**src/rtl/subtrator_serial.sv**
```systemverilog
// Bit-serial unsigned subtractor: computes a - b one bit per clock, LSB first,
// and reports the WIDTH-bit difference plus the final borrow with a done pulse.
module subtrator_serial #(
  parameter int WIDTH = 8
) (
  input  logic             clk,
  input  logic             rst,
  input  logic             start,
  input  logic [WIDTH-1:0] a,
  input  logic [WIDTH-1:0] b,
  output logic             busy,
  output logic             done,
  output logic [WIDTH-1:0] diff,
  output logic             borrow_out
);

  localparam int CW = $clog2(WIDTH + 1);
  localparam logic [CW-1:0] LAST_BIT = CW'(WIDTH - 1);

  typedef enum logic [1:0] {
    S_IDLE = 2'd0,
    S_BUSY = 2'd1,
    S_DONE = 2'd2
  } state_t;

  state_t           state_q, state_d;
  logic [WIDTH-1:0] a_sh_q, a_sh_d;
  logic [WIDTH-1:0] b_sh_q, b_sh_d;
  logic [WIDTH-1:0] res_q, res_d;
  logic [WIDTH-1:0] diff_q, diff_d;
  logic [CW-1:0]    cnt_q, cnt_d;
  logic             br_q, br_d;
  logic             borrow_q, borrow_d;
  logic             busy_q, busy_d;
  logic             done_q, done_d;

  logic             a_bit, b_bit, d_bit, br_next;
  logic [WIDTH-1:0] res_shift;

  // Full-subtractor slice on the current LSBs of the operand shift registers
  always_comb begin
    a_bit     = a_sh_q[0];
    b_bit     = b_sh_q[0];
    d_bit     = a_bit ^ b_bit ^ br_q;
    br_next   = (~a_bit & b_bit) | (~(a_bit ^ b_bit) & br_q);
    res_shift = {d_bit, res_q[WIDTH-1:1]};
  end

  // Next-state and datapath control
  always_comb begin
    state_d  = state_q;
    a_sh_d   = a_sh_q;
    b_sh_d   = b_sh_q;
    res_d    = res_q;
    diff_d   = diff_q;
    cnt_d    = cnt_q;
    br_d     = br_q;
    borrow_d = borrow_q;
    case (state_q)
      S_IDLE: begin
        if (start) begin
          state_d = S_BUSY;
          a_sh_d  = a;
          b_sh_d  = b;
          br_d    = 1'b0;
          cnt_d   = {CW{1'b0}};
        end else begin
          state_d = S_IDLE;
        end
      end
      S_BUSY: begin
        a_sh_d = {1'b0, a_sh_q[WIDTH-1:1]};
        b_sh_d = {1'b0, b_sh_q[WIDTH-1:1]};
        res_d  = res_shift;
        br_d   = br_next;
        // The counter stops on the last bit so it can never wrap
        if (cnt_q == LAST_BIT) begin
          state_d  = S_DONE;
          diff_d   = res_shift;
          borrow_d = br_next;
        end else begin
          cnt_d = cnt_q + CW'(1);
        end
      end
      S_DONE: begin
        state_d = S_IDLE;
      end
      default: begin
        state_d = S_IDLE;
      end
    endcase
    busy_d = (state_d == S_BUSY);
    done_d = (state_d == S_DONE);
  end

  // State and datapath registers with asynchronous reset
  always_ff @(posedge clk or posedge rst) begin
    if (rst) begin
      state_q  <= S_IDLE;
      a_sh_q   <= {WIDTH{1'b0}};
      b_sh_q   <= {WIDTH{1'b0}};
      res_q    <= {WIDTH{1'b0}};
      diff_q   <= {WIDTH{1'b0}};
      cnt_q    <= {CW{1'b0}};
      br_q     <= 1'b0;
      borrow_q <= 1'b0;
      busy_q   <= 1'b0;
      done_q   <= 1'b0;
    end else begin
      state_q  <= state_d;
      a_sh_q   <= a_sh_d;
      b_sh_q   <= b_sh_d;
      res_q    <= res_d;
      diff_q   <= diff_d;
      cnt_q    <= cnt_d;
      br_q     <= br_d;
      borrow_q <= borrow_d;
      busy_q   <= busy_d;
      done_q   <= done_d;
    end
  end

  assign busy       = busy_q;
  assign done       = done_q;
  assign diff       = diff_q;
  assign borrow_out = borrow_q;

endmodule

```
**config.mk**
```make
export PLATFORM = sky130hd
export DESIGN_NAME = subtrator_serial
export DESIGN_NICKNAME = d
export VERILOG_FILES = /design/src/rtl/subtrator_serial.sv
export SDC_FILE = /design/constraint.sdc
export NUM_CORES = 1
export LEC_CHECK = 0
export BUFFER_PORTS_ARGS = -buffer_cell sky130_fd_sc_hd__clkbuf_2
export CORE_MARGIN = 8
export CORE_UTILIZATION = 32
export DETAILED_ROUTE_END_ITERATION = 7
export PLACE_DENSITY = 0.52
export REMOVE_ABC_BUFFERS = 1
export SETUP_SLACK_MARGIN = 0.1
export SLEW_MARGIN = 10
export SYNTH_ARGS = -nofsm -noshare
export SYNTH_HDL_FRONTEND = slang
export SYNTH_SLANG_ARGS = --single-unit
```
**constraint.sdc**
```tcl
create_clock -name clk -period 3.7 [get_ports clk]
set_input_delay 0.74 -clock clk [delete_from_list [all_inputs] [get_ports clk]]
set_output_delay 0.74 -clock clk [all_outputs]
set_load 0.02 [all_outputs]
```
==> qor.yml <==
status: "complete, no violations"
worstPathCellList: "ha_1, nand2_2, nor4b_2, mux2_2"
wirelength_um: 3424
setup_ws_ns: 1.454
yosysTopAreaCell: "dfrtp_1"
cts-root-buf: "clkbuf_8"
start_util_pct: 32.81
cts.sinks: 41
post_cts_buffers: 0
fmax_mhz: 445.2
finalNonFillerCells: 256
cts_made_buffers: 5
drc: 0
first_global_vias: 1268
syn_inst: 156
dp.cells: 248
r2r_slack_ns: 1.45
core-area_mm2: 0.005473
fin_total_pwr_mw: 1.703
row_count: 27
grt_pass1_wl_um: 5947
fin_crit_ns: 2.246
drtAntennaViolNets: 0
avgSynthCellArea_um2: 11.51
min-delay-start: "res_q[1]"
h-tree-depth: 2
antenna_found_initial: 0
yosys.area.top_type_share_pct: 57.14
port_buffers: 29
yosysUniqueCellTypes: 30
slowest_stage: "nor4b_2"
path_max_fanout: 10
drtIter0Drc: 40
avgRoutedWirePerCell_um: 13.38
cts_tree: "done"
placed_cell_area_mm2: 0.001961
fin_util_pct: 37.33
drt-vias-per-instance: 4.688
clk_latency_ns: 0.29
grt_max_degree: 37
dp_hpwl_um: 2405
crit_path_start_kind: "register"
pre_cts_ws_ns: 1.490
max_stage_delay_ns: 0.96
arrival_ns: 2.42
hold_depth: 2
layout.nets: 204
crit_required_ns: 3.88
fin_crit_sh_pct: 60.71
vias: 1200
syn_to_final_growth_pct: 13.80
worst_slew_pin_slew_ns: 1.172
path_clk_slew_ns: 0.08
hold_end: "res_q[1]"
drtPass1Iterations: 4
r2r_cells: 4
yosys_register_bits: 41
yosysSeqAreaShare_pct: 57.14
worst_clock_skew_ns: 0.005874
dieArea_mm2: 0.008264
overflow: 0
fin_setup_tns_ns: 0
synthesis.area_mm2: 0.001795
postCtsHoldBufs: 0
synthTopCellsByArea: "dfrtp_1 57%, mux2i_1 8.4%, nand2_1 7.5%"
chipWidth_um: 90.91
antenna_cells: 0
worstSetupPathType: "register to register"
die_y_um: 90.91
postLayoutCellArea_mm2: 0.002043
cp-end-kind: "register"
setup_viol_count_final: 0
r2r_start: "cnt_q[0]"
leakage_nw: 0.9749
ctsResizeCount: 0
finalHoldViolations: 0
pin_count: 30
maxCapViolations: 0
hp-class: "register to register"
regToRegEndpoint: "diff[2]"
slew_headroom_pct: 21.63
power_density_mw_per_mm2: 833.5
grt_setup_unrepaired: "no"
hold_slack_ns: 0.4845
vdd_drop_max_uv: 217.1
finalMaxSlewViolations: 0
gp_congestion: 0.7164
ys_warn_count: 0
track_usage_pct: 8.892
clockBufferDepth: 2
drive_above_1_share_pct: 26.63
[cells by family (layout without fill, tap and decap cells)]
group	Yosys count	after routing	share of synthesized area, %
flip-flops	41	41	57.14
AO/OA/AOI/OAI	25	25	8.711
buffers and inverters	13	41	4.947
multiplexers	23	23	13.38
adder cells (fa/ha/maj)	2	2	1.812
AND/OR/NAND/NOR	52	52	14.01
[routing by layer]
metal,GRT usage (%),vias up,wire (um)
li1,-,586,-
met3,3.491,5,180
met4,4.093,0,70
met5,0,-,0
met1,9.695,584,1494
met2,14.92,25,1679
[cells in the mapped netlist, drive strengths merged]
| cell | instances |
|---|---|
| dfrtp | 41 |
| nand2 | 37 |
| mux2i | 15 |
| o21ai | 15 |
| buf | 8 |
| mux2 | 8 |
| nand3 | 5 |
| a22o | 3 |
| inv | 3 |
| a21oi | 2 |
| clkbuf | 2 |
| nor2b | 2 |
| nor4b | 2 |
| a41oi | 1 |
| and2b | 1 |
| and3b | 1 |
| fa | 1 |
| ha | 1 |
| nand2b | 1 |
| nand3b | 1 |
| nor2 | 1 |
| o211ai | 1 |
| o21bai | 1 |
| o22a | 1 |
| o311ai | 1 |
| or4 | 1 |
[placed cells by master (no fill, tap or decap)]
cell type / n
a41oi_1: 1
nor4b_2: 1
inv_1: 3
mux2i_1: 15
nor2b_1: 2
nor2_1: 1
o211ai_1: 1
o311ai_1: 1
clkbuf_8: 5
o21bai_2: 1
clkbuf_2: 29
fa_1: 1
a22o_1: 3
nand2_2: 1
and2b_1: 1
clkbuf_1: 1
nand2_1: 36
or4_1: 1
nand3b_1: 1
nor4b_1: 1
mux2_2: 8
o21ai_0: 15
a21oi_1: 2
clkinv_2: 2
buf_4: 1
o22a_1: 1
dfrtp_1: 41
ha_1: 1
and3b_1: 1
nand3_1: 5
nand2b_4: 1
[where the power goes]
part           internal [mW]  switching, mW
clock                  0.131          0.148
sequential             0.648          0.138
combinational          0.279          0.358
[state kept, by name (all words and copies together) (netlist names)]
register    count
a_sh_q          8
b_sh_q          8
diff            8
res_q           7
cnt_q           4
state_q         2
borrow_out      1
br_q            1
busy            1
done            1
[worst max path at each step]
stage / from / endpoint / slack [ns] / depth (start not counted)
after global routing: cnt_q[0] / diff[1] / 1.31 / 4
after detailed placement: cnt_q[0] / diff[2] / 1.49 / 4
final: cnt_q[0] / diff[2] / 1.45 / 4
after global placement: cnt_q[0] / borrow_out / 1.51 / 4
after floorplan: cnt_q[0] / borrow_out / 1.83 / 4
after CTS: cnt_q[0] / diff[2] / 1.48 / 4
[final cells by class]
type	count	area, um2
fill	544	3430
sequential	41	1026
multi-input combinational	102	680.7
timing repair buffer	30	152.6
tap	72	90.09
clock buffer	6	72.57
inverter	3	11.26
clock inverter	2	10.01
[worst max-delay path: cells and delay by family, from the launching register on]
family / cells / cell delay (ns)
fa+ha+maj: 1 / 0.24
flops: 1 / 0.42
mux: 1 / 0.43
simple gates: 2 / 1.04
(Power assumes the default switching activity.)
